<file path="config.mk">
export PLATFORM = sky130hd
export DESIGN_NAME = alu_ctrl_seq_flat
export DESIGN_NICKNAME = d
export VERILOG_FILES = /design/src/rtl/alu_ctrl_pkg.sv /design/src/rtl/alu_ctrl_seq_if.sv /design/src/rtl/alu_ctrl_decode.sv /design/src/rtl/alu_ctrl_seq.sv /design/src/flat_wrapper.sv
export SDC_FILE = /design/constraint.sdc
export NUM_CORES = 1
export LEC_CHECK = 0
export ABC_AREA = 1
export CORE_UTILIZATION = 55
export CTS_CLUSTER_SIZE = 14
export DETAILED_ROUTE_END_ITERATION = 8
export DONT_BUFFER_PORTS = 1
export GPL_ROUTABILITY_DRIVEN = 0
export PLACE_DENSITY = 0.74
export SLEW_MARGIN = 20
export SYNTH_ARGS = -nofsm -noshare
export SYNTH_HDL_FRONTEND = slang
export SYNTH_SLANG_ARGS = --single-unit
</file>
<file path="constraint.sdc">
create_clock -name clk -period 1.5 [get_ports clk]
set_clock_uncertainty 0.2 [all_clocks]
set_input_delay 0.3 -clock clk [delete_from_list [all_inputs] [get_ports clk]]
set_output_delay 0.3 -clock clk [all_outputs]
set_load 0.02 [all_outputs]
</file>
<file path="src/rtl/alu_ctrl_pkg.sv">
// Shared encodings for the sequenced ALU-control block: ALUop and funct
// constants, 4-bit control codes, FSM state and latency-select types.
package alu_ctrl_pkg;

  localparam logic [1:0] OP_MEMW  = 2'd0;
  localparam logic [1:0] OP_BEQ   = 2'd1;
  localparam logic [1:0] OP_RTYPE = 2'd2;
  localparam logic [1:0] OP_MEMH  = 2'd3;

  localparam logic [5:0] F_SLL = 6'h00;
  localparam logic [5:0] F_SRL = 6'h02;
  localparam logic [5:0] F_MUL = 6'h18;
  localparam logic [5:0] F_DIV = 6'h1A;
  localparam logic [5:0] F_ADD = 6'h20;
  localparam logic [5:0] F_SUB = 6'h22;
  localparam logic [5:0] F_AND = 6'h24;
  localparam logic [5:0] F_OR  = 6'h25;
  localparam logic [5:0] F_XOR = 6'h26;
  localparam logic [5:0] F_NOR = 6'h27;
  localparam logic [5:0] F_SLT = 6'h2A;

  localparam logic [3:0] C_AND     = 4'd0;
  localparam logic [3:0] C_OR      = 4'd1;
  localparam logic [3:0] C_ADD     = 4'd2;
  localparam logic [3:0] C_ILLEGAL = 4'd3;
  localparam logic [3:0] C_DIV     = 4'd4;
  localparam logic [3:0] C_MUL     = 4'd5;
  localparam logic [3:0] C_SUB     = 4'd6;
  localparam logic [3:0] C_SLT     = 4'd7;
  localparam logic [3:0] C_SLL     = 4'd8;
  localparam logic [3:0] C_SRL     = 4'd9;
  localparam logic [3:0] C_XOR     = 4'd10;
  localparam logic [3:0] C_NOR     = 4'd11;
  localparam logic [3:0] C_MEMW    = 4'd12;
  localparam logic [3:0] C_MEMH    = 4'd13;

  typedef enum logic {IDLE, WAIT} state_e;

  // Which latency a multi-cycle op loads into the down-counter.
  typedef enum logic {LAT_MUL, LAT_DIV} lat_sel_e;

endpackage

</file>
<file path="src/rtl/alu_ctrl_seq_if.sv">
// Decode-stage to ALU-control handshake bundle. The master is the decode
// stage, the slave is the sequenced control block.
interface alu_ctrl_seq_if #(
  parameter int CTRL_W = 4
);
  logic              in_valid;
  logic              in_ready;
  logic [1:0]        alu_op;
  logic [5:0]        funct;
  logic              addi;
  logic [CTRL_W-1:0] ctrl_out;
  logic              out_valid;
  logic              busy;
  logic              ex;

  modport master (
    output in_valid, alu_op, funct, addi,
    input  in_ready, ctrl_out, out_valid, busy, ex
  );

  modport slave (
    input  in_valid, alu_op, funct, addi,
    output in_ready, ctrl_out, out_valid, busy, ex
  );
endinterface

</file>
<file path="src/rtl/alu_ctrl_decode.sv">
// Pure combinational decode of {alu_op, funct, addi} into a 4-bit control
// code, plus whether the op is multi-cycle and which latency it uses.
module alu_ctrl_decode
  import alu_ctrl_pkg::*;
(
  input  logic [1:0] alu_op,
  input  logic [5:0] funct,
  input  logic       addi,
  output logic [3:0] code,
  output logic       is_multi,
  output lat_sel_e   lat_sel
);

  // NOTE: every output gets a default before any branch, so no path leaves a
  // signal unassigned and no latch is inferred.
  always_comb begin
    code     = C_ILLEGAL;
    is_multi = 1'b0;
    lat_sel  = LAT_MUL;
    if (addi) begin
      code = C_ADD;
    end else begin
      case (alu_op)
        OP_MEMW: code = C_MEMW;
        OP_BEQ:  code = C_SUB;
        OP_MEMH: code = C_MEMH;
        default: begin
          case (funct)
            F_ADD: code = C_ADD;
            F_SUB: code = C_SUB;
            F_AND: code = C_AND;
            F_OR:  code = C_OR;
            F_SLT: code = C_SLT;
            F_SLL: code = C_SLL;
            F_SRL: code = C_SRL;
            F_XOR: code = C_XOR;
            F_NOR: code = C_NOR;
            F_MUL: begin
              code     = C_MUL;
              is_multi = 1'b1;
              lat_sel  = LAT_MUL;
            end
            F_DIV: begin
              code     = C_DIV;
              is_multi = 1'b1;
              lat_sel  = LAT_DIV;
            end
            default: code = C_ILLEGAL;
          endcase
        end
      endcase
    end
  end

endmodule

</file>
<file path="src/rtl/alu_ctrl_seq.sv">
// Registered ALU-control sequencer: accepts decoded ops over valid/ready,
// holds mul/div codes for their programmed latency and flags illegal functs.
module alu_ctrl_seq
  import alu_ctrl_pkg::*;
#(
  parameter int CTRL_W   = 4,
  parameter int MUL_LAT  = 4,
  parameter int DIV_LAT  = 16,
  parameter int EN_MULTI = 1,
  parameter int CNT_W    = 5
) (
  input  logic clk,
  input  logic rst,
  input  logic flush,
  alu_ctrl_seq_if.slave bus
);

  localparam logic [CNT_W-1:0] MUL_LOAD = CNT_W'(MUL_LAT - 1);
  localparam logic [CNT_W-1:0] DIV_LOAD = CNT_W'(DIV_LAT - 1);
  localparam logic             MULTI_ON = (EN_MULTI != 0);

  state_e            state, state_nx;
  logic [CNT_W-1:0]  cnt, cnt_nx;
  logic [CTRL_W-1:0] ctrl_q, ctrl_nx;
  logic              ov_q, ov_nx;
  logic              busy_q, busy_nx;
  logic              ex_q, ex_nx;

  logic [3:0] code;
  logic       is_multi;
  lat_sel_e   lat_sel;
  logic       in_ready;
  logic       accept;

  alu_ctrl_decode u_decode (
    .alu_op   (bus.alu_op),
    .funct    (bus.funct),
    .addi     (bus.addi),
    .code     (code),
    .is_multi (is_multi),
    .lat_sel  (lat_sel)
  );

  assign in_ready = (state == IDLE) && !rst && !flush;
  assign accept   = bus.in_valid && in_ready;

  always_comb begin
    state_nx = state;
    cnt_nx   = cnt;
    ctrl_nx  = ctrl_q;
    ov_nx    = 1'b0;
    busy_nx  = busy_q;
    ex_nx    = 1'b0;
    if (flush) begin
      state_nx = IDLE;
      cnt_nx   = '0;
      ctrl_nx  = '0;
      busy_nx  = 1'b0;
    end else begin
      case (state)
        IDLE: begin
          if (accept) begin
            ctrl_nx = CTRL_W'(code);
            if (is_multi && MULTI_ON) begin
              state_nx = WAIT;
              busy_nx  = 1'b1;
              cnt_nx   = (lat_sel == LAT_DIV) ? DIV_LOAD : MUL_LOAD;
            end else begin
              ov_nx = 1'b1;
              ex_nx = (code == C_ILLEGAL);
            end
          end
        end
        WAIT: begin
          // out_valid is registered, so it is raised one edge early: the
          // cycle the counter reaches 0 is the cycle the result is complete.
          if (cnt == '0) begin
            state_nx = IDLE;
            busy_nx  = 1'b0;
          end else begin
            cnt_nx = cnt - CNT_W'(1);
            ov_nx  = (cnt == CNT_W'(1));
          end
        end
        default: begin
          state_nx = IDLE;
          busy_nx  = 1'b0;
        end
      endcase
    end
  end

  // NOTE: state is updated with non-blocking assignments so every register
  // samples the pre-edge values regardless of statement order.
  // NOTE: reset is synchronous and sampled here, so it has priority over
  // flush and the handshake without entering any sensitivity list.
  always_ff @(posedge clk) begin
    if (rst) begin
      state  <= IDLE;
      cnt    <= '0;
      ctrl_q <= '0;
      ov_q   <= 1'b0;
      busy_q <= 1'b0;
      ex_q   <= 1'b0;
    end else begin
      state  <= state_nx;
      cnt    <= cnt_nx;
      ctrl_q <= ctrl_nx;
      ov_q   <= ov_nx;
      busy_q <= busy_nx;
      ex_q   <= ex_nx;
    end
  end

  assign bus.in_ready  = in_ready;
  assign bus.ctrl_out  = ctrl_q;
  assign bus.out_valid = ov_q;
  assign bus.busy      = busy_q;
  assign bus.ex        = ex_q;

endmodule

</file>
<file path="src/flat_wrapper.sv">
// flat-port wrapper written by rule: the top's interface ports become plain ports
module alu_ctrl_seq_flat import alu_ctrl_pkg::*;
#(
  parameter int CTRL_W   = 4,
  parameter int MUL_LAT  = 4,
  parameter int DIV_LAT  = 16,
  parameter int EN_MULTI = 1,
  parameter int CNT_W    = 5
)
  (clk, rst, flush, bus_in_valid, bus_alu_op, bus_funct, bus_addi, bus_in_ready, bus_ctrl_out, bus_out_valid, bus_busy, bus_ex);
  alu_ctrl_seq_if #(.CTRL_W(CTRL_W)) bus_i ();
  input  logic clk;
  input  logic rst;
  input  logic flush;
  input wire logic [$bits(bus_i.in_valid)-1:0] bus_in_valid;
  input wire logic [$bits(bus_i.alu_op)-1:0] bus_alu_op;
  input wire logic [$bits(bus_i.funct)-1:0] bus_funct;
  input wire logic [$bits(bus_i.addi)-1:0] bus_addi;
  output wire logic [$bits(bus_i.in_ready)-1:0] bus_in_ready;
  output wire logic [$bits(bus_i.ctrl_out)-1:0] bus_ctrl_out;
  output wire logic [$bits(bus_i.out_valid)-1:0] bus_out_valid;
  output wire logic [$bits(bus_i.busy)-1:0] bus_busy;
  output wire logic [$bits(bus_i.ex)-1:0] bus_ex;
  assign bus_i.in_valid = bus_in_valid;
  assign bus_i.alu_op = bus_alu_op;
  assign bus_i.funct = bus_funct;
  assign bus_i.addi = bus_addi;
  assign bus_in_ready = bus_i.in_ready;
  assign bus_ctrl_out = bus_i.ctrl_out;
  assign bus_out_valid = bus_i.out_valid;
  assign bus_busy = bus_i.busy;
  assign bus_ex = bus_i.ex;
  alu_ctrl_seq #(.CTRL_W(CTRL_W), .MUL_LAT(MUL_LAT), .DIV_LAT(DIV_LAT), .EN_MULTI(EN_MULTI), .CNT_W(CNT_W)) u_core (.clk(clk), .rst(rst), .flush(flush), .bus(bus_i));
endmodule
</file>
==> impl_metrics.ini <==
[finish]
final_common_cell = nand2_1
multi_input_area_um2 = 623
n_fill_cell = 130
final_cells = 175
antenna_cells = 0
most-common-layout-cells = nand2_1 (22), nor2_1 (21), nand3_1 (21)
final_layout_size_suffix_gt1_share_pct = 25.8
seq_area_um2 = 263
fin_area_um2 = 1120
num-nets-final = 179
area_growth_pct = 18.1

[global_route]
grt_max_degree = 10
grt_pass1_vias = 885
grt-ovfl-total = 0
grt.total_usage_pct = 24.0
antenna_found_initial = 0
grt_pass1_wl_um = 3490

[status]
violations = DRC
status = finished, violations left

[yosys]
synth_mux_area_share_pct = 0
syn_area_per_cell_um2 = 6.65
synth_fp_nets = 161
synth.distinct_cells = 25
synth_area_leaders = dfxtp_1 (28%), nand3_1 (12%), nand2_1 (9.1%), nor2_1 (8.7%), ha_1 (7.9%)
yosys.area_share.simple_pct = 41.5
yosys.area.top_type = dfxtp_1
synth_edf_count = 0
synth_compound_area_share_pct = 12.7
yosysSeqAreaShare_pct = 27.5
synthAdderAreaFrac_pct = 7.95
synth_area_um2 = 945
synth_xor_area_share_pct = 0
synth_top_family_by_area = simple AND/OR/NAND/NOR gates
yosysTopAreaCellShare_pct = 27.5
postSynth.asyncResetShare_pct = 0
syn-instance-count = 142
yosys_register_bits = 13
ys.flop_type = dfxtp_1
yosys_warnings = 0

[sta]
worst_pin_slew_ns = 0.280
whs_ns = 0.0515
fin_ws_ns = 0.0341
hold_viol = 0
fmax_mhz = 682
final_max_slew_viol_count = 0
max_slew_margin_pct = 81.3
period_minus_slack_ns = 1.47
setup_viol = 0
fin_crit_sh_pct = 97.7

[flow_run]
maxCapViolCount = 0

[clock_tree]
clk_transition_reported_paths_ns = 0.08
root_buffer = clkbuf_4
cts_tree = done
cts_buffers = 3
clock_latency_ns = 0.28
cts.sinks = 13
clock_path_buffers = 2
postCtsHoldBufs = 0
cts_max_level = 1

[floorplan]
core_um2 = 1560
ios = 21
die_area_um2 = 1890
start_util_pct = 60.6
die_y_um = 43.4
num_rows = 14
die_w_um = 43.4

[power_and_ir_drop]
peakVddDrop_v = 0.000626
clockPowerShare_pct = 33.3
p_leak_nw = 0.549
pwr-share-seq_pct = 53.3
p_sw_mw = 0.184
p_sw_share_pct = 27.4
fin_total_pwr_mw = 0.670
p_int_mw = 0.487
powerDensity_nw_per_um2 = 601
comb_power_share_pct = 13.4

[place]
placed_area_um2 = 1050
port_buffers = 0
place_inst = 169
place_ws_ns = -0.0355
place_hpwl_um = 1590

[drt]
wl_met3_um = 134
drt-total-wl_um = 2080
wl_per_cell_um = 11.9
vias = 952
drt-met1-wl_um = 995
drc_errors = 5
ant_nets = 0
wl_met2_um = 942
top_layer_used = met4
routed_via_density = 5.44
first_pass_iters = 8
drt_iter0_drc = 35

[min_path]
min-delay-start = bus_addi
min_to = u_core.bus.ctrl_out[1]$_SDFFE_PP0P_
hold_depth = 4
hp-class = in2reg

[worst_setup_path]
crit-reg2reg-launch = u_core.cnt[0]$_SDFFE_PP0P_
r2r_setup_slack_ns = 0.08
path_class = reg2out
cp_data_arrival_time_ns = 0.97
r2r-end = u_core.cnt[4]$_SDFFE_PP0P_
cp_max_fo = 7
crit_required_ns = 1.00
critPathCaptureType = output port
reg2reg_depth = 7
worstSetupStartpointType = register
## per-layer routing
layer | vias to the layer above | track usage (%)
met5 | - | 0
met4 | 0 | 7.50
met3 | 2 | 4.58
met2 | 34 | 40.6
met1 | 423 | 30.8
li1 | 493 | -
## worst max-delay path by stage
| stage | start | cells past startpoint | end | slack (ns) |
|---|---|---|---|---|
| 2_1_floorplan | rst | 8 | u_core.cnt[4]$_SDFFE_PP0P_ | -0.06 |
| 3_3_place_gp | rst | 7 | u_core.cnt[4]$_SDFFE_PP0P_ | 0.01 |
| 3_5_place_dp | rst | 7 | u_core.cnt[4]$_SDFFE_PP0P_ | -0.04 |
| 4_1_cts | u_core.cnt[0]$_SDFFE_PP0P_ | 8 | u_core.cnt[4]$_SDFFE_PP0P_ | 0.02 |
| 5_1_grt | u_core.state$_SDFF_PP0_ | 6 | u_core.cnt[4]$_SDFFE_PP0P_ | -0.001 |
| 6_report | u_core.state$_SDFF_PP0_ | 2 | bus_in_ready | 0.03 |
## state kept, by name, indices dropped and copies added (netlist names)
| signal | count |
|---|---|
| u_core.cnt | 5 |
| u_core.bus.out_valid | 1 |
| u_core.bus.ctrl_out | 4 |
| u_core.bus.busy | 1 |
| u_core.state | 1 |
| u_core.bus.ex | 1 |
## critical path, stage by stage (launching register included)
cell	delay, ns
dfxtp_2	0.46
nor2_1	0.07
buf_4	0.16
## final cells by class
type | instances | area share [%]
inverters | 23 | 7.74
multi-input cells | 106 | 55.8
well taps | 16 | 1.79
flip-flops and latches | 13 | 23.5
clock buffers | 4 | 2.35
repair buffers | 13 | 8.74
## logic make-up after synthesis
| logic type | Yosys count |
|---|---|
| buf+inv | 24 |
| flops | 13 |
| compound gates | 19 |
| simple gates | 80 |
| fa+ha+maj | 6 |
## power groups by stage
| stage | Sequential, mW | Combinational (mW) | Clock, mW |
|---|---|---|---|
| after floorplan | 0.365 | 0.0683 | 0 |
| after global placement | 0.365 | 0.0848 | 0 |
| after detailed placement | 0.366 | 0.0870 | 0 |
| after CTS | 0.357 | 0.0875 | 0.227 |
| after global routing | 0.358 | 0.104 | 0.232 |
| final | 0.357 | 0.0899 | 0.223 |
## through the flow
stage,utilization [%],setup TNS (ns)
after floorplan,-,-0.136
after global placement,67.3,0
after detailed placement,67.3,-0.0705
after CTS,69.2,0
after global routing,71.6,-0.00107
final,71.6,0
## timing repair
item | CTS | global route
pin swaps | 0 | 3
gates cloned | 0 | 1
endpoints found under the setup margin | 4 | 5
setup buffers | 0 | 1
gates resized for setup | 2 | 7
## Yosys cell counts (all sizes together) (2+ instances only)
| cell type | n |
|---|---|
| inv | 23 |
| o21ai | 11 |
| nand2 | 25 |
| dfxtp | 13 |
| nor3 | 3 |
| a21oi | 4 |
| ha | 6 |
| nor2 | 27 |
| nand3 | 22 |
| a31oi | 2 |
| nand4 | 2 |
(Power assumes the default switching activity.)
